`src/rtl/mem_req_sel_n.sv`:
```
// MEM-stage memory request select: picks the lowest-index load/store lane,
// checks the held TLB result and raises address/TLB exceptions, drives the
// dcache req/addr_ok/data_ok handshake, and keeps a tag FIFO of up to
// OUTSTANDING accepted requests so that load data returns aligned, extended
// and tagged with its lane.
// Ports: clk, reset (sync, active-high), stall; lane_* bundle inputs;
//   tlb_* lookup result; data_* dcache request/response; rsp_* load result;
//   exc_*/bad_vaddr exception report; stall_req back to the pipeline.
// Build option: MEM_REQ_UNALIGN_EN adds SWL/SWR strobe and data shaping
//   for word stores; without it lane_unl/lane_unr do not affect requests.
module mem_req_sel_n #(
  parameter int LANES       = 2,
  parameter int OUTSTANDING = 2,
  parameter int LW          = (LANES > 1) ? $clog2(LANES) : 1
) (
  input  logic              clk,
  input  logic              reset,
  input  logic              stall,
  input  logic [LANES-1:0]  lane_accmem,
  input  logic [LANES-1:0]  lane_wr,
  input  logic [LANES-1:0]  lane_sext,
  input  logic [LANES-1:0]  lane_unl,
  input  logic [LANES-1:0]  lane_unr,
  input  logic [2*LANES-1:0]  lane_size,
  input  logic [32*LANES-1:0] lane_wdata,
  input  logic [31:0]       tlb_paddr,
  input  logic [31:0]       tlb_vaddr,
  input  logic              tlb_cached,
  input  logic              tlb_hit,
  input  logic              tlb_v,
  input  logic              tlb_d,
  input  logic              tlb_error,
  output logic              data_req,
  output logic              data_wr,
  output logic [1:0]        data_size,
  output logic [31:0]       data_addr,
  output logic              data_cached,
  output logic [3:0]        data_wstrb,
  output logic [31:0]       data_wdata,
  input  logic              data_addr_ok,
  input  logic              data_data_ok,
  input  logic [31:0]       data_rdata,
  output logic              rsp_valid,
  output logic [LW-1:0]     rsp_lane,
  output logic [31:0]       rsp_data,
  output logic              exc_valid,
  output logic [LW-1:0]     exc_lane,
  output logic [4:0]        exc_code,
  output logic              exc_tre,
  output logic [31:0]       bad_vaddr,
  output logic              stall_req
);

  localparam int AW    = (OUTSTANDING > 1) ? $clog2(OUTSTANDING) : 1;
  localparam int DEPTH = 1 << AW;
  localparam int CW    = $clog2(OUTSTANDING + 1);
  localparam logic [CW-1:0] FULL = CW'(OUTSTANDING);

  typedef struct packed {
    logic [31:0] paddr;
    logic [31:0] vaddr;
    logic        cached;
    logic        hit;
    logic        v;
    logic        d;
    logic        err;
  } tlb_t;

  typedef struct packed {
    logic [LW-1:0] lane;
    logic [1:0]    size;
    logic          sext;
    logic [1:0]    a;
    logic          unl;
    logic          unr;
    logic          is_load;
  } tag_t;

  tlb_t live, held, t;
  logic hold_v, done;

  assign live = {tlb_paddr, tlb_vaddr, tlb_cached,
                 tlb_hit, tlb_v, tlb_d, tlb_error};
  // A held bundle keeps seeing the TLB result of its first stall cycle.
  assign t = hold_v ? held : live;

  always_ff @(posedge clk) begin
    if (reset) begin
      hold_v <= 1'b0;
      held   <= '0;
    end else if (!stall) begin
      hold_v <= 1'b0;
    end else if (!hold_v) begin
      hold_v <= 1'b1;
      held   <= live;
    end
  end

  logic          sel_v;
  logic [LW-1:0] sel;

  always_comb begin
    sel_v = 1'b0;
    sel   = '0;
    for (int i = LANES - 1; i >= 0; i--) begin
      if (lane_accmem[i]) begin
        sel_v = 1'b1;
        sel   = LW'(i);
      end
    end
  end

  logic        s_wr;
  logic [1:0]  s_size;
  logic [31:0] s_src;

  assign s_wr   = lane_wr[sel];
  assign s_size = lane_size[{sel, 1'b0} +: 2];
  assign s_src  = lane_wdata[{sel, 5'd0} +: 32];

  logic [4:0] code;
  logic       tre;

  always_comb begin
    code = 5'd0;
    tre  = 1'b0;
    if (t.err) begin
      code = s_wr ? 5'd5 : 5'd4;
    end else if (!t.hit || !t.v) begin
      code = s_wr ? 5'd3 : 5'd2;
      tre  = !t.hit;
    end else if (s_wr && !t.d) begin
      code = 5'd1;
    end
  end

  logic          exc, req, push, pop, full, pend;
  logic [CW-1:0] cnt;

  assign exc  = sel_v & (code != 5'd0);
  assign full = (cnt == FULL);
  assign pend = sel_v & ~exc & ~done;
  assign req  = pend & ~full & ~reset;
  assign push = req & data_addr_ok;
  assign pop  = data_data_ok & (cnt != '0) & ~reset;

  // done blocks a second request for a bundle the pipeline is holding.
  always_ff @(posedge clk) begin
    if (reset)       done <= 1'b0;
    else if (!stall) done <= 1'b0;
    else if (push)   done <= 1'b1;
  end

  logic [1:0]  a;
  logic [3:0]  wstrb;
  logic [31:0] wdata;

  assign a = t.paddr[1:0];

  always_comb begin
    wstrb = 4'b1111;
    wdata = s_src;
    case (s_size)
      2'd0: begin
        wstrb = 4'b0001 << a;
        wdata = {24'd0, s_src[7:0]} << {a, 3'b000};
      end
      2'd1: begin
        wstrb = 4'b0011 << {a[1], 1'b0};
        wdata = {16'd0, s_src[15:0]} << {a[1], 4'b0000};
      end
      default: begin
`ifdef MEM_REQ_UNALIGN_EN
        if (lane_unl[sel]) begin
          wstrb = 4'b1111 >> ~a;
          wdata = s_src >> {~a, 3'b000};
        end else if (lane_unr[sel]) begin
          wstrb = 4'b1111 << a;
          wdata = s_src << {a, 3'b000};
        end
`endif
      end
    endcase
  end

  tag_t          fifo [DEPTH];
  tag_t          new_tag, head;
  logic [AW-1:0] wp, rp;

  assign new_tag = '{
    lane:    sel,
    size:    s_size,
    sext:    lane_sext[sel],
    a:       a,
    unl:     lane_unl[sel],
    unr:     lane_unr[sel],
    is_load: ~s_wr
  };
  assign head = fifo[rp];

  always_ff @(posedge clk) begin
    if (push) fifo[wp] <= new_tag;
  end

  always_ff @(posedge clk) begin
    if (reset) begin
      wp  <= '0;
      rp  <= '0;
      cnt <= '0;
    end else begin
      if (push) wp <= wp + 1'b1;
      if (pop)  rp <= rp + 1'b1;
      if (push && !pop)      cnt <= cnt + 1'b1;
      else if (pop && !push) cnt <= cnt - 1'b1;
    end
  end

  logic unused_tag;
  assign unused_tag = ^{head.unl, head.unr};

  logic [31:0] sh, ext;

  assign sh = data_rdata >> {head.a, 3'b000};

  always_comb begin
    case (head.size)
      2'd0:    ext = {{24{head.sext & sh[7]}}, sh[7:0]};
      2'd1:    ext = {{16{head.sext & sh[15]}}, sh[15:0]};
      default: ext = sh;
    endcase
  end

  assign data_req = req;

  always_comb begin
    data_wr     = 1'b0;
    data_size   = '0;
    data_addr   = '0;
    data_cached = 1'b0;
    data_wstrb  = '0;
    data_wdata  = '0;
    exc_valid   = 1'b0;
    exc_lane    = '0;
    exc_code    = '0;
    exc_tre     = 1'b0;
    bad_vaddr   = '0;
    rsp_valid   = 1'b0;
    rsp_lane    = '0;
    rsp_data    = '0;
    stall_req   = 1'b0;
    if (!reset) begin
      data_wr     = sel_v & s_wr;
      data_size   = s_size;
      data_addr   = t.paddr;
      data_cached = t.cached;
      data_wstrb  = s_wr ? wstrb : 4'b0000;
      data_wdata  = wdata;
      exc_valid   = exc;
      exc_lane    = sel;
      exc_code    = exc ? code : 5'd0;
      exc_tre     = exc & tre;
      bad_vaddr   = t.vaddr;
      rsp_valid   = pop & head.is_load;
      rsp_lane    = rsp_valid ? head.lane : '0;
      rsp_data    = rsp_valid ? ext : 32'd0;
      stall_req   = (req & ~data_addr_ok) | (full & pend);
    end
  end

endmodule

```
`config.mk`:
```
export PLATFORM = sky130hd
export DESIGN_NAME = mem_req_sel_n
export DESIGN_NICKNAME = d
export VERILOG_FILES = /design/src/rtl/mem_req_sel_n.sv
export SDC_FILE = /design/constraint.sdc
export NUM_CORES = 1
export LEC_CHECK = 0
export CAP_MARGIN = 20
export CORE_AREA = 3 3 129 131
export CTS_BUF_LIST = sky130_fd_sc_hd__clkbuf_8
export DETAILED_ROUTE_END_ITERATION = 7
export DIE_AREA = 0 0 132 134
export PLACE_DENSITY_LB_ADDON = 0.08
export SYNTH_ARGS = -nofsm -noshare
export SYNTH_HDL_FRONTEND = slang
export SYNTH_SLANG_ARGS = --single-unit
export TNS_END_PERCENT = 50
```
`constraint.sdc`:
```
create_clock -name clk -period 6.1 [get_ports clk]
set_clock_uncertainty 0.1 [all_clocks]
set_input_delay 0.915 -clock clk [delete_from_list [all_inputs] [get_ports clk]]
set_output_delay 0.915 -clock clk [all_outputs]
set_load 0.01 [all_outputs]
```
# After elaboration in Yosys (flattened, before gate mapping)
# Memory sizes are Yosys's and may differ from the RTL's. A register that Yosys moved wholly into a read port is not among the register bits.
# Index checks and enable logic that the tools add are counted.
[classes] n_addsub=4 magnitude_cmp=1 n_eq_ne=3 n_shift=7 muxes=48 bitwise=23 reduce_logical=15
[ops] op="32-bit 2-to-1 mux" count=5
[ops] op="32-bit case mux with 2 select lines" count=2
[ops] op="69-bit 2-to-1 mux" count=1
[ops] op="64-bit by 7-bit indexed part select with 32-bit output" count=1
[ops] op="16-bit by 5-bit << shifter with 32-bit output" count=1
[ops] op="8-bit by 5-bit << shifter with 32-bit output" count=1
[ops] op="32-bit by 5-bit >> shifter with 32-bit output" count=1
[ops] op="1-bit 2-to-1 mux" count=30
[ops] op="1-bit bitwise AND" count=15
[ops] op="5-bit 2-to-1 mux" count=2
[ops] op="2-bit 2-to-1 mux" count=4
[ops] op="4-bit 2-to-1 mux" count=2
[ops] op="4-bit case mux with 2 select lines" count=1
[ops] op="1-bit inverter" count=7
[ops] op="1-bit zero test" count=5
[ops] op="5-bit nonzero test" count=1
[ops] op="2-bit by 1-bit == test with 1-bit output (second input constant)" count=2
[ops] op="2-bit zero test" count=2
[ops] op="2-bit nonzero test" count=2
[ops] op="4-bit by 3-bit indexed part select with 2-bit output" count=1
[ops] op="1-bit by 2-bit << shifter with 4-bit output (first input constant)" count=1
[ops] op="2-bit by 2-bit << shifter with 4-bit output (first input constant)" count=1
[ops] op="1-bit logical AND" count=3
[ops] op="3-bit 2-to-1 mux" count=1
[ops] op="8 further kinds" count=9
[totals] regBits=75 ram_bits=18 input_bits=184 word_cells=114 memories=1
[memory_table] name="fifo" depth=2 width=9 rd=1 rd_clocked_by_memory_dff=1 wr=1 line_no="186" rtl="tag_t fifo [DEPTH];"

# Logic depth before layout (Yosys ltp)
# Gate-level depths: netlist of the first run.
[depth] depth_word=20 depth_mapped=9 ltp_nobuf=8

# Worst setup path after synthesis of the first run
# Ideal clock, no wire load.
[synth_timing] kind="input -> output" from="in lane_size[3]" to="out data_wstrb[3]" t_arrival_ns=2.322 required_time_ns=5.085 slack_ns=2.763 stages=4 path_buffers=0 cell_sequence="or4b_2 -> o31ai_4 -> nand3_4 -> a311oi_1"
[synth_via] elab_chain_len=5 elab_cells_between_ends=6 cone_classes="1 x eq/ne; 1 x shift; 3 x mux; 1 x reduce/logical"
[synth_rtl] item="start: declaration" line_no="24" rtl="input logic [2*LANES-1:0] lane_size,"
[synth_rtl] item="4-bit by 3-bit indexed part select with 2-bit output (*)" line_no="118" rtl="assign s_size = lane_size[{sel, 1'b0} +: 2];"
[synth_rtl] item="2-bit by 1-bit == test with 1-bit output / 2-bit zero test (equally long branches)" line_no="163" rtl="case (s_size)"
[synth_rtl] item="4-bit case mux with 2 select lines (*)" line_no="163"
[synth_rtl] item="4-bit 2-to-1 mux (*)" line_no="256" rtl="data_wstrb = s_wr ? wstrb : 4'b0000;"
[synth_rtl] item="4-bit 2-to-1 mux (*)" line_no="251" rtl="if (!reset) begin"
[synth_rtl] item="end: declaration" line_no="38" rtl="output logic [3:0] data_wstrb,"
# Every way passes the cells marked *; elsewhere a longest branch is shown, timed or not.

# Worst setup path in the final report of the first run
[layout_timing] from="in lane_accmem[0]" to="out data_wdata[27]"
[layout_via] elab_chain_len=5 elab_cells_between_ends=9 cone_classes="1 x eq/ne; 4 x shift; 3 x mux; 1 x reduce/logical"
[layout_rtl] item="start: declaration" line_no="19" rtl="input logic [LANES-1:0] lane_accmem,"
[layout_rtl] item="1-bit 2-to-1 mux (*)" line_no="106" rtl="if (lane_accmem[i]) begin"
[layout_rtl] item="64-bit by 7-bit indexed part select with 32-bit output / 4-bit by 3-bit indexed part select with 2-bit output (equally long branches)" line_no="119, 118"
[layout_rtl] item="16-bit by 5-bit << shifter with 32-bit output (tied with other cells)" line_no="170" rtl="wdata = {16'd0, s_src[15:0]} << {a[1], 4'b0000};"
[layout_rtl] item="32-bit case mux with 2 select lines (*)" line_no="163"
[layout_rtl] item="32-bit 2-to-1 mux (*)" line_no="251"
[layout_rtl] item="end: declaration" line_no="39" rtl="output logic [31:0] data_wdata,"
# Marks and branches as above.

==> results.txt, run 1 <==
Port buffering added about 330 buffers. Across the run, the number of max-cap violations was 0. The count of nets after finishing is around 1,200. The weighted congestion reported at the end of routability-driven placement came out at between 0.9 and 1. The number of buffers inserted for hold repair after clock tree synthesis came out at 0. The static leakage came out at between 3 and 4 nW. The die is around 130 um tall.

The number of setup buffers added after CTS is 0. The logic depth of the worst register-to-register path came out at 7. The area used by sequential logic in the layout came out at approximately 1900 sq um. The initial antenna violation count was 0. The total global routing overflow came out at 0.

TritonCTS created 9 clock buffers. The cell row count came out at 46. The gate count after technology mapping is around 780.

The category of the worst setup path capture point is an output pin. The layer flagged by global routing as most heavily used is met2. The worst setup path category is primary input to output pin. The tree is rooted in a sky130_fd_sc_hd__clkbuf_8.

The starting utilization of the core area came out at 0.383. Dividing the detail-routed wire length by the instance count gives ~16 um. The post-route fraction of the period consumed by the critical path is 0.808.

The measured slew at the worst slew-check pin came out at 0.999 ns. The synthesized area per cell came out at around 7.8 sq um. The first TritonRoute pass finished after 5 iterations. TritonCTS built the clock tree. The overall track demand over capacity in global routing came out at 0.224. The number of warnings issued by yosys is 0. The flip-flop and latch count after synthesis is 90. The wire length after detailed routing is about 21 mm. The x dimension of the die is 132 um. The required arrival time at the worst endpoint came out at just over 5 ns. The worst-case register-to-register setup slack came out at between 2 and 3 ns.

The fraction of synthesis flops using an asynchronous set or reset pin came out at 0. Using the TritonRoute via totals, the vias-per-cell ratio works out to approximately 5.0. In this run the critical register-to-register path is captured at cnt[1]. The depth of the worst hold-timing path came out at 2. The number of I/O pins came out at around 330. After layout, the minimum clock period comes to about 5 ns. The number of enable-type register cells in the synthesized netlist came out at 14.

The share of final-layout standard cells stronger than drive strength 1 is 0.0508. The class of the worst hold path is register to register. The final antenna-violating net count is 0. The core outline area is about 16,000 sq um. The detailed router's first-iteration violation count came out at approximately 360. The mapped netlist covers 6020 sq um. The via count of the first global-routing pass was 5,948. The arrival time of data at the critical path endpoint came out at between 3 and 4 ns. The clock sink count came out at 90.

The met1 routing resource usage after global routing came out at 0.298. The post-synthesis sequential area ratio came out at 0.323. In this run the most critical hold path is launched from held[39]. The number of H-tree branching levels is 3.

The routed via count came out at about 6,400. The number of slew-limit violations in the final report is 0. The hold violation total from the final report was 0.

STA classifies the critical path startpoint as a primary input. The total of fill cells in the finished design came out at about 1,500. The placed wire-length estimate came out at roughly 15 mm.

The ratio of total power to cell area is about 160 nW/um^2. Setup repair after global routing left no endpoint under its margin. The footprint of the multi-input gates is roughly 3700 sq um. The run finished with clean final reports.

The wire length of the first global-routing pass is around 32 mm. Entering global routing, the biggest net connects between 100 and 150 pins. Clock-pin slew was measured on the worst setup and hold paths at ~0.10 ns. The number of diodes added for antenna fixing is 0.

The post-synthesis to final-layout area growth is 58.2%. For the worst-skew pair, the clock arrives at the later sink with an insertion delay of approximately 0.36 ns. The count of instances resized after the clock tree is built is 0. The worst ir drop on vdd is 0.128 mV.

After detailed routing, the number of remaining DRC violations is 0. The number of different library cells used by synthesis comes to between 50 and 60. The worst min-delay path endpoint is held[39].

The met2 track demand over resource came out at 0.355. The setup-violating endpoint count in the final report is 0. The worst hold slack across all endpoints came out at between 0.3 and 0.4 ns.

The headroom to the max-slew limit came out at 0.334. In the final timing run, aggregate negative setup slack is 0 ns. The maximum operating frequency came out at between 200 and 250 MHz. In this run the worst path has a maximum fanout of 15. The startpoint identified for the worst register-to-register timing path is hold_v. Among all flip-flop cells after synthesis, the most frequent one is sky130_fd_sc_hd__dfxtp_1. The buffer levels on the longest clock path came out at 2.

For met3 alone, demand over resource in global routing was 0.0634. The floorplan die area is between 15,000 and 20,000 sq um.
==> power by group <==
part	switching, mW	internal, mW	leakage [nW]
Clock	0.218	0.189	0.0954
Combinational	0.219	0.270	2.72
Sequential	0.0199	0.630	0.751
Total	0.457	1.09	3.56
==> how the worst max path moves through the flow <==
stage	slack (ns)	start	depth (start not counted)	endpoint
after floorplan	2.76	lane_size[3]	4	data_wstrb[3]
after detailed placement	1.23	lane_accmem[0]	8	data_wdata[31]
after global routing	0.99	lane_accmem[0]	8	data_wdata[31]
final	1.17	lane_accmem[0]	8	data_wdata[27]
after CTS	1.23	lane_accmem[0]	8	data_wdata[31]
after global placement	1.24	lane_accmem[0]	8	data_wdata[31]
==> critical path, cell delays in order <==
cell and delay (ns):
sky130_fd_sc_hd__clkdlybuf4s50_1 0.49, sky130_fd_sc_hd__nand2b_1 0.23, sky130_fd_sc_hd__clkinv_1 0.52, sky130_fd_sc_hd__buf_4 0.42, sky130_fd_sc_hd__mux2i_1 0.48, sky130_fd_sc_hd__o22ai_1 0.20
sky130_fd_sc_hd__o2bb2ai_1 0.16, sky130_fd_sc_hd__clkdlybuf4s50_1 0.51
==> cells in the mapped netlist, drive strengths merged (2+ instances only) <==
| master | instances | area (sq um) |
|---|---|---|
| inv | 11 | 41.3 |
| nor2b | 3 | 18.8 |
| nor3 | 18 | 100 |
| o32a | 2 | 20.0 |
| nand2b | 6 | 37.5 |
| o22a | 7 | 61.3 |
| o21bai | 2 | 18.8 |
| xor2 | 3 | 26.3 |
| o21ai | 7 | 38.8 |
| clkbuf | 34 | 128 |
| nand2 | 145 | 544 |
| a31oi | 4 | 25.0 |
| o2bb2ai | 5 | 43.8 |
| and3b | 2 | 17.5 |
| and2 | 4 | 25.0 |
| nor2 | 116 | 435 |
| nor3b | 2 | 15.0 |
| mux2 | 9 | 101 |
| nand3 | 4 | 45.0 |
| buf | 31 | 176 |
| or3 | 2 | 12.5 |
| a211oi | 12 | 90.1 |
| a21oi | 93 | 465 |
| a2bb2oi | 7 | 61.3 |
| o22ai | 18 | 119 |
| o21a | 4 | 30.0 |
| mux2i | 120 | 1230 |
| dfxtp | 76 | 1520 |
| edfxtp | 14 | 420 |
==> state kept, by name, indices dropped and copies added, names as in the netlist, named ones only <==
name,count
done,1
held,69
wp,1
hold_v,1
rp,1
cnt,2
fifo,14
==> cells by family (layout without fill, tap and decap cells) <==
group                      after synthesis  after routing  synth area share
xor gates and xnor gates                 4              4           0.00582
adders and majority gates                1              1           0.00208
other                                    1              2          0.000623
DFF                                     90             90             0.323
muxes                                  129            129             0.221
AOI/OAI and AO/OA                      166            166             0.174
buffers and inverters                   77            362            0.0580
and+or+nand+nor                        308            308             0.216
==> layer usage <==
layer	routed length (um)	vias up	share of wire
met5	0	-	0
met4	361	0	0.017
met3	1440	24	0.069
met2	9610	194	0.46
met1	9470	2900	0.45
li1	-	3249	-
==> final cells by class <==
cell class / count / share of cell area
inverters: 12 / 0.00473
multi-input cells: 610 / 0.394
well taps: 216 / 0.0284
flip-flops and latches: 90 / 0.204
clock inverters: 7 / 0.00723
repair buffers: 334 / 0.348
clock buffers: 9 / 0.0130
==> placed cells by master (no fill, tap or decap), drive strengths merged, types with 7 or more instances in the layout <==
cell and n:
clkdlybuf4s50 324, nand2 145, mux2i 120, nor2 116, a21oi 93, dfxtp 76
o22ai 18, nor3 18, edfxtp 14, a211oi 12, inv 12, buf 10
mux2 9, clkbuf 9, o22a 7, a2bb2oi 7, o21ai 7
==> per-stage QoR <==
step                      area, sq um  setup slack, ns  std cells  utilization  power, mW
final                            9520             1.17       1278        0.606       1.55
after global routing             9520            0.990       1278        0.606       1.63
after CTS                        9520             1.23       1278        0.606       1.56
after detailed placement         9330             1.23       1262        0.594       1.15
after global placement           9330             1.24       1262        0.594       1.15
after floorplan                  6020             2.76        777            -      0.889
Note: power is estimated with default switching activity, not from simulation.
==> run 2: changes to the inputs <==
- CORE_AREA: 3 3 129 131 -> unset
- CORE_ASPECT_RATIO: unset -> 1.25
- CORE_MARGIN: unset -> 3
- CORE_UTILIZATION: unset -> 37
- DIE_AREA: 0 0 132 134 -> unset
- clock period: 6.1 -> 4.1 ns (I/O delays scaled with it)
==> results.txt, run 2 (synthesis results as in run 1) <==
The number of buffers inserted for hold repair after clock tree synthesis came out at 0 (unchanged). The maximum number of pins on one net before global-route repair is 58 (-44%). The placed wire-length estimate came out at 16.0 mm (+4.0%). The insertion delay of the later-clocked pin in the worst-skew pair was 0.36 ns (about the same). The logic depth of the worst register-to-register path came out at 7 (unchanged). The number of diodes added for antenna fixing came out at 0 (unchanged). The required arrival time at the worst endpoint came out at 3.38 ns (-1.70 ns). The area of placed instances was 9420 sq um (+1.0%). The clock-pin slew on the worst setup and hold paths came out at 0.08 ns (-0.02 ns).

The amount of wire on met2 after detailed routing came out at 10.5 mm (+8.9%). The headroom to the max-slew limit is 0.460 (+0.126). The detailed-route wire length per cell is 16.5 um (+1.1%).

The top cell types in the final layout, fill and taps aside, are sky130_fd_sc_hd__clkdlybuf4s50_1, sky130_fd_sc_hd__nand2_1, sky130_fd_sc_hd__nor2_1. The number of slew-limit violations in the final report is 0 (unchanged). The arrival time of data at the critical path endpoint was 3.14 ns (-0.78 ns). The number of I/O pins came out at 332 (unchanged). For hold timing, the worst endpoint is held[47]. Timing would allow up to approximately 260 MHz. The share of final-layout standard cells stronger than drive strength 1 came out at 0.0597 (+0.00885). In the final layout, the registers with the most flip-flops are held (69), fifo (14), cnt (2). In this run the most critical hold path is launched from held[47]. The summed area of non-filler cells in the final layout is 9630 sq um (+1.1%). The hold violation total from the final report came out at 0 (unchanged). The post-route fraction of the period consumed by the critical path came out at 0.941. The x dimension of the die came to 120 um (-9.0%).

The buffers inserted during post-CTS setup optimization came out at 0 (unchanged). The number of non-filler instances in the completed layout is 1,284 (+0.47%). The total global routing overflow came to 0 (unchanged). The number of cells in the design after placement is 1,268 (+0.48%).

The flip-flop count of the largest register, all copies and words added was 69 (unchanged). The number of iterations in the first detailed-routing pass is 5 (unchanged). The met1 layer wirelength in the final routing is 9.06 mm (-4.3%). The floorplan die height came out at 149 um (+11%).

The ratio of total power to cell area came out at 243 nW/um^2 (+50%). The overall track demand over capacity in global routing was 0.224 (+0.000403). The initial antenna violation count is 1 (+1). The cell row count is 51 (+11%). The overall power consumption came to 2.34 mW (+51%). The via count of the first global-routing pass is 6,035 (+1.5%). The average vias per placed instance came out at 5.02 (+0.69%). The number of max-cap violations came out at 0 (unchanged).

The post-synthesis to final-layout area growth came out at 59.9%. The count of buffers inserted at the top-level ports was 325 (unchanged). The library cell used most frequently in the layout, excluding fill and tap cells, is sky130_fd_sc_hd__clkdlybuf4s50_1. The buffer levels on the longest clock path is 2 (unchanged). The worst path needs 3.86 ns of the cycle, external delays included. The detailed router's first-iteration violation count came to 375 (+3.6%).

The number of H-tree branching levels came out at 3 (unchanged). The setup-violating endpoint count in the final report is 0 (unchanged). The master cell of the clock root buffer is sky130_fd_sc_hd__clkbuf_8.

The count of nets after finishing is 1,252 (+0.81%). The maximum net fanout on the critical path came out at 16 (+1). Setup repair after global routing left no endpoint under its margin. The starting utilization of the core area came out at 0.382 (-0.00119). The floorplan die area is 17,800 sq um (+0.87%). The min-delay analysis places its worst path in the category register to register. The largest register by flop count is held. TritonCTS built the clock tree. The wire length after detailed routing came out at 21.2 mm (+1.5%). The core utilization of the finished layout is 0.611 (+0.00471).

The static leakage was 3.63 nW (+1.9%). The highest metal layer carrying signal wires in the routed design is met5. The routed length on met3 came out at 1.49 mm (+3.6%). The startpoint identified for the worst register-to-register timing path is hold_v. The weighted congestion reported at the end of routability-driven placement came out at 0.832 (-9.4%). The count of instances resized after the clock tree is built is 0 (unchanged).

The worst ir drop on vdd was 0.170 mV (+33%). The core outline area came out at 15,800 sq um (+0.31%). The run finished with clean final reports.

The total negative setup slack is 0 ns (unchanged). The routed via count came out at 6,441 (+1.2%). The clock sink count is 90 (unchanged).

The wire length of the first global-routing pass is 32.6 mm (+0.83%). The worst-case register-to-register setup slack came out at 1.27 ns (-1.46 ns). The final antenna-violating net count came out at 0 (unchanged).

The worst setup path is of the register to output pin kind. The category of the worst setup path launch point is a register. The worst register-to-register path ends at cnt[1]. The measured slew at the worst slew-check pin was 0.810 ns (-0.189 ns).

The number of remaining DRC errors came to 0 (unchanged). The TritonCTS buffer count is 9 (unchanged). The depth of the worst hold-timing path came to 2 (unchanged). The category of the worst setup path capture point is an output pin.
[run 2: cell count changes in the layout (fill, tap and decap cells not counted), sizes merged]
cell      delta
clkbuf       +1
buf         +10
inv          +1
clkinvlp     -2
[run 2: where the power goes]
| group | switching (mW) | internal (mW) | leakage [nW] |
|---|---|---|---|
| clock | 0.328 | 0.300 | 0.107 |
| combinational | 0.332 | 0.413 | 2.78 |
| sequential | 0.0277 | 0.937 | 0.751 |
[run 2: critical path, cell delays in order (launching register included)]
cell and delay [ns]:
sky130_fd_sc_hd__dfxtp_1 0.55, sky130_fd_sc_hd__buf_4 0.25, sky130_fd_sc_hd__nor3_1 0.07, sky130_fd_sc_hd__a21oi_1 0.33, sky130_fd_sc_hd__nor2_1 0.17, sky130_fd_sc_hd__a221oi_4 0.73, sky130_fd_sc_hd__nor3_1 0.14, sky130_fd_sc_hd__clkdlybuf4s50_1 0.54
[run 2: layer usage]
layer  GRT usage  up-vias
met5           0        -
met4      0.0430        2
met3      0.0628       13
met2       0.374      184
met1       0.292     2980
li1            -     3262
[run 2: how the worst max path moves through the flow]
stage | start | end | slack (ns) | cells past startpoint
finish | register | rsp_data[27] | 0.24 | 7
global route | register | rsp_data[22] | 0.05 | 7
CTS | register | rsp_data[22] | 0.20 | 7
detailed placement | lane_accmem[0] | data_wdata[24] | 0.29 | 8
global placement | lane_accmem[0] | data_wdata[24] | 0.31 | 8
floorplan | lane_size[3] | data_wstrb[3] | 1.36 | 4
[run 2: area by class of cell]
type | instances | area [sq um]
Fill cell | 1469 | 6140
Multi-Input combinational cell | 610 | 3750
Timing Repair Buffer | 344 | 3420
Sequential cell | 90 | 1950
Tap cell | 212 | 265
Clock buffer | 10 | 138
Clock inverter | 6 | 63.8
Inverter | 12 | 45.0
[run 2: stage by stage]
step | hold slack [ns] | setup WS (ns)
3_3_place_gp | 0.341 | 0.313
4_1_cts | 0.358 | 0.202
2_1_floorplan | 0.336 | 1.36
6_report | 0.356 | 0.241
5_1_grt | 0.374 | 0.0471
3_5_place_dp | 0.346 | 0.295
==> run 3: changes to the inputs <==
- CELL_PAD_IN_SITES_DETAIL_PLACEMENT: unset -> 0
- CELL_PAD_IN_SITES_GLOBAL_PLACEMENT: unset -> 1
- CORE_UTILIZATION: 37 -> 25
- MAX_ROUTING_LAYER: unset -> met4
- clock period: 4.1 -> 3.3 ns (I/O delays scaled with it)
==> results.txt, run 3 (synthesis results as in run 1) <==
The insertion delay of the later-clocked pin in the worst-skew pair is 0.36 ns (about the same). The floorplan die area came to 26,000 sq um (+46%). The weighted congestion reported at the end of routability-driven placement came out at 0.816 (-1.9%). The x dimension of the die came to 145 um (+21%). The number of iterations in the first detailed-routing pass came out at 4 (-1). The depth of the critical timing path with buffers and inverters included came to 9 (+2).

The maximum net fanout on the critical path came to 9 (-7). The overall power consumption came out at 2.96 mW (+27%). The average vias per placed instance is 4.60 (-8.2%). The number of cells in the design after placement was 1,418 (+12%). The arrival time of data at the critical path endpoint is 2.63 ns (-0.51 ns). The master cell of the clock root buffer is sky130_fd_sc_hd__clkbuf_8. The final antenna-violating net count was 0 (unchanged). The setup path with the least slack is of type primary input to output pin. The leading cell type in the layout, fill and taps excluded is sky130_fd_sc_hd__clkdlybuf4s50_1. The post-synthesis to final-layout area growth is 72.8%. The core outline area is 23,300 sq um (+48%). The post-placement setup slack came to -0.210 ns (-0.505 ns). The footprint of the multi-input gates came to 3820 sq um (+1.8%). The count of buffers inserted at the top-level ports is 325 (unchanged). The wire length after detailed routing came to 24.3 mm (+15%). The delay contributed by the slowest stage of the critical path is 0.55 ns (-0.18 ns). The buffer and inverter count on the worst path is 4 (+2). The total of fill cells in the finished design came out at 2,443 (+66%). The floorplan die height came to 179 um (+21%). The category of the worst setup path launch point is a primary input. The total global routing overflow is 0 (unchanged). Walking the worst path, the cells encountered are clkdlybuf4s50_1, or4b_4, o31ai_4, buf_12, a21oi_1, o21ai_2, buf_4, nor2_1, clkdlybuf4s50_1. The class of the worst hold path is register to register. The total negative setup slack was 0 ns (unchanged). By instance count, the cell type seen most on the critical path is sky130_fd_sc_hd__clkdlybuf4s50_1. The area used by sequential logic in the layout came out at 1950 sq um (unchanged). The number of remaining DRC errors came out at 0 (unchanged). The placed wire-length estimate came to 18.1 mm (+13%). The share of final-layout standard cells stronger than drive strength 1 came out at 0.120 (+0.0599). The buffer levels on the longest clock path was 2 (unchanged).

The number of non-filler instances in the completed layout is 1,450 (+13%). The top cell types in the final layout, fill and taps aside, are sky130_fd_sc_hd__clkdlybuf4s50_1, sky130_fd_sc_hd__nand2_1, sky130_fd_sc_hd__nor2_1. The number of max-cap violations is 0 (unchanged). The worst ir drop on vdd came out at 0.166 mV (-2.0%).

The logic depth of the worst register-to-register path came out at 8 (+1). The clock tree from TritonCTS is built. The count of nets after finishing came out at 1,309 (+4.6%). The critical hold path startpoint is held[5]. The largest registers in the layout are held (69), fifo (14), cnt (2). The flip-flop count of the largest register, all copies and words added is 69 (unchanged). The number of slew-limit violations in the final report is 0 (unchanged).

The initial antenna violation count came out at 1 (unchanged). The worst setup path is captured at an output pin. The wire length of the first global-routing pass was 36.7 mm (+13%). The number of I/O pins is 332 (unchanged). The number of H-tree branching levels is 3 (unchanged).

The starting utilization of the core area came out at 0.258 (-0.124). The via count of the first global-routing pass came out at 6,507 (+7.8%). The largest register by flop count is held. The number of buffers inserted for hold repair after clock tree synthesis is 0 (unchanged). The routed via count is 6,674 (+3.6%). The TritonCTS buffer count is 9 (unchanged). The detailed-route wire length per cell came out at 16.8 um (+1.6%). The shortest period the worst path allows is around 3.2 ns. For this design, the slowest cell found on the critical path is sky130_fd_sc_hd__or4b_4. Among cell families on the critical path, the largest total delay comes from buffers and inverters. The depth of the worst hold-timing path is 2 (unchanged). The setup-violating endpoint count in the final report is 0 (unchanged). The hold violation total from the final report is 0 (unchanged).

The startpoint of the worst register-to-register path is hold_v. The flow ran to the end, and the final reports show no timing, DRC or antenna violations. The ratio of total power to cell area is 285 nW/um^2 (+17%).

The post-route fraction of the period consumed by the critical path is 0.976. The headroom to the max-slew limit is 0.592 (+0.132). The maximum operating frequency is just over 300 MHz. The clock sink count is 90 (unchanged). The clock-pin slew on the worst setup and hold paths is 0.10 ns (+0.02 ns). The required arrival time at the worst endpoint came out at 2.70 ns (-0.68 ns). The cell row count came out at 62 (+22%). The post-layout worst setup margin came out at 0.0793 ns (-0.162 ns). The detailed router's first-iteration violation count came out at 256 (-32%). In this run the worst setup path begins at lane_accmem[0]. The measured slew at the worst slew-check pin is 0.610 ns (-0.200 ns). The static leakage is 4.45 nW (+23%). The maximum number of pins on one net before global-route repair is 105 (+81%). The overall track demand over capacity in global routing came to 0.182 (-0.0426). The core utilization of the finished layout is 0.445 (-0.165).
run 3: cell type report:
cell class	count	area share
tap	320	0.0385
antenna	1	0.000241
inverter	12	0.00445
sequential	90	0.187
multi-input combinational	610	0.367
clock buffer	9	0.0119
clock inverter	7	0.00674
timing repair buffer	401	0.384
run 3: path summary, 6_finish.rpt:
| kind | to | slack [ns] |
|---|---|---|
| max | data_wstrb[0] | 0.08 |
| min reg2reg | held[5] | 0.36 |
| min | held[5] | 0.36 |
| max reg2reg | cnt[1] | 0.93 |
run 3: metal layers:
layer | wire (um) | part of all wire | global-route usage | up-vias
met5 | 0 | 0 | - | -
met4 | 459 | 0.019 | 0.0440 | 0
met3 | 1320 | 0.054 | 0.0383 | 23
met2 | 12100 | 0.50 | 0.302 | 174
met1 | 10400 | 0.43 | 0.224 | 3087
li1 | - | - | - | 3390
run 3: what timing repair did:
item | 4_1_cts | 5_1_grt
setup buffers | 5 | 9
setup endpoints to repair | 59 | 45
resized for setup | 33 | 32
pin swaps | 2 | 3
gates cloned | 0 | 1
run 3: worst register-to-register path, cell delays in order (launching register included):
cell                        delay [ns]
sky130_fd_sc_hd__dfxtp_4          0.38
sky130_fd_sc_hd__buf_4            0.16
sky130_fd_sc_hd__nand3b_1         0.17
sky130_fd_sc_hd__a21boi_1         0.37
sky130_fd_sc_hd__o2111ai_1        0.25
sky130_fd_sc_hd__inv_1            0.15
sky130_fd_sc_hd__ha_1             0.25
sky130_fd_sc_hd__or3_1            0.34
sky130_fd_sc_hd__a21oi_1          0.14
run 3: power breakdown:
part / switching (mW) / internal (mW)
clock: 0.418 / 0.349
sequential: 0.0261 / 1.16
combinational: 0.444 / 0.563
run 3: per-stage QoR:
stage          cell area, sq um  hold WS (ns)
5_1_grt                   10400         0.378
4_1_cts                   10200         0.361
3_3_place_gp               9910         0.341
3_5_place_dp               9910         0.348
2_1_floorplan              6020         0.336
6_report                  10400         0.358
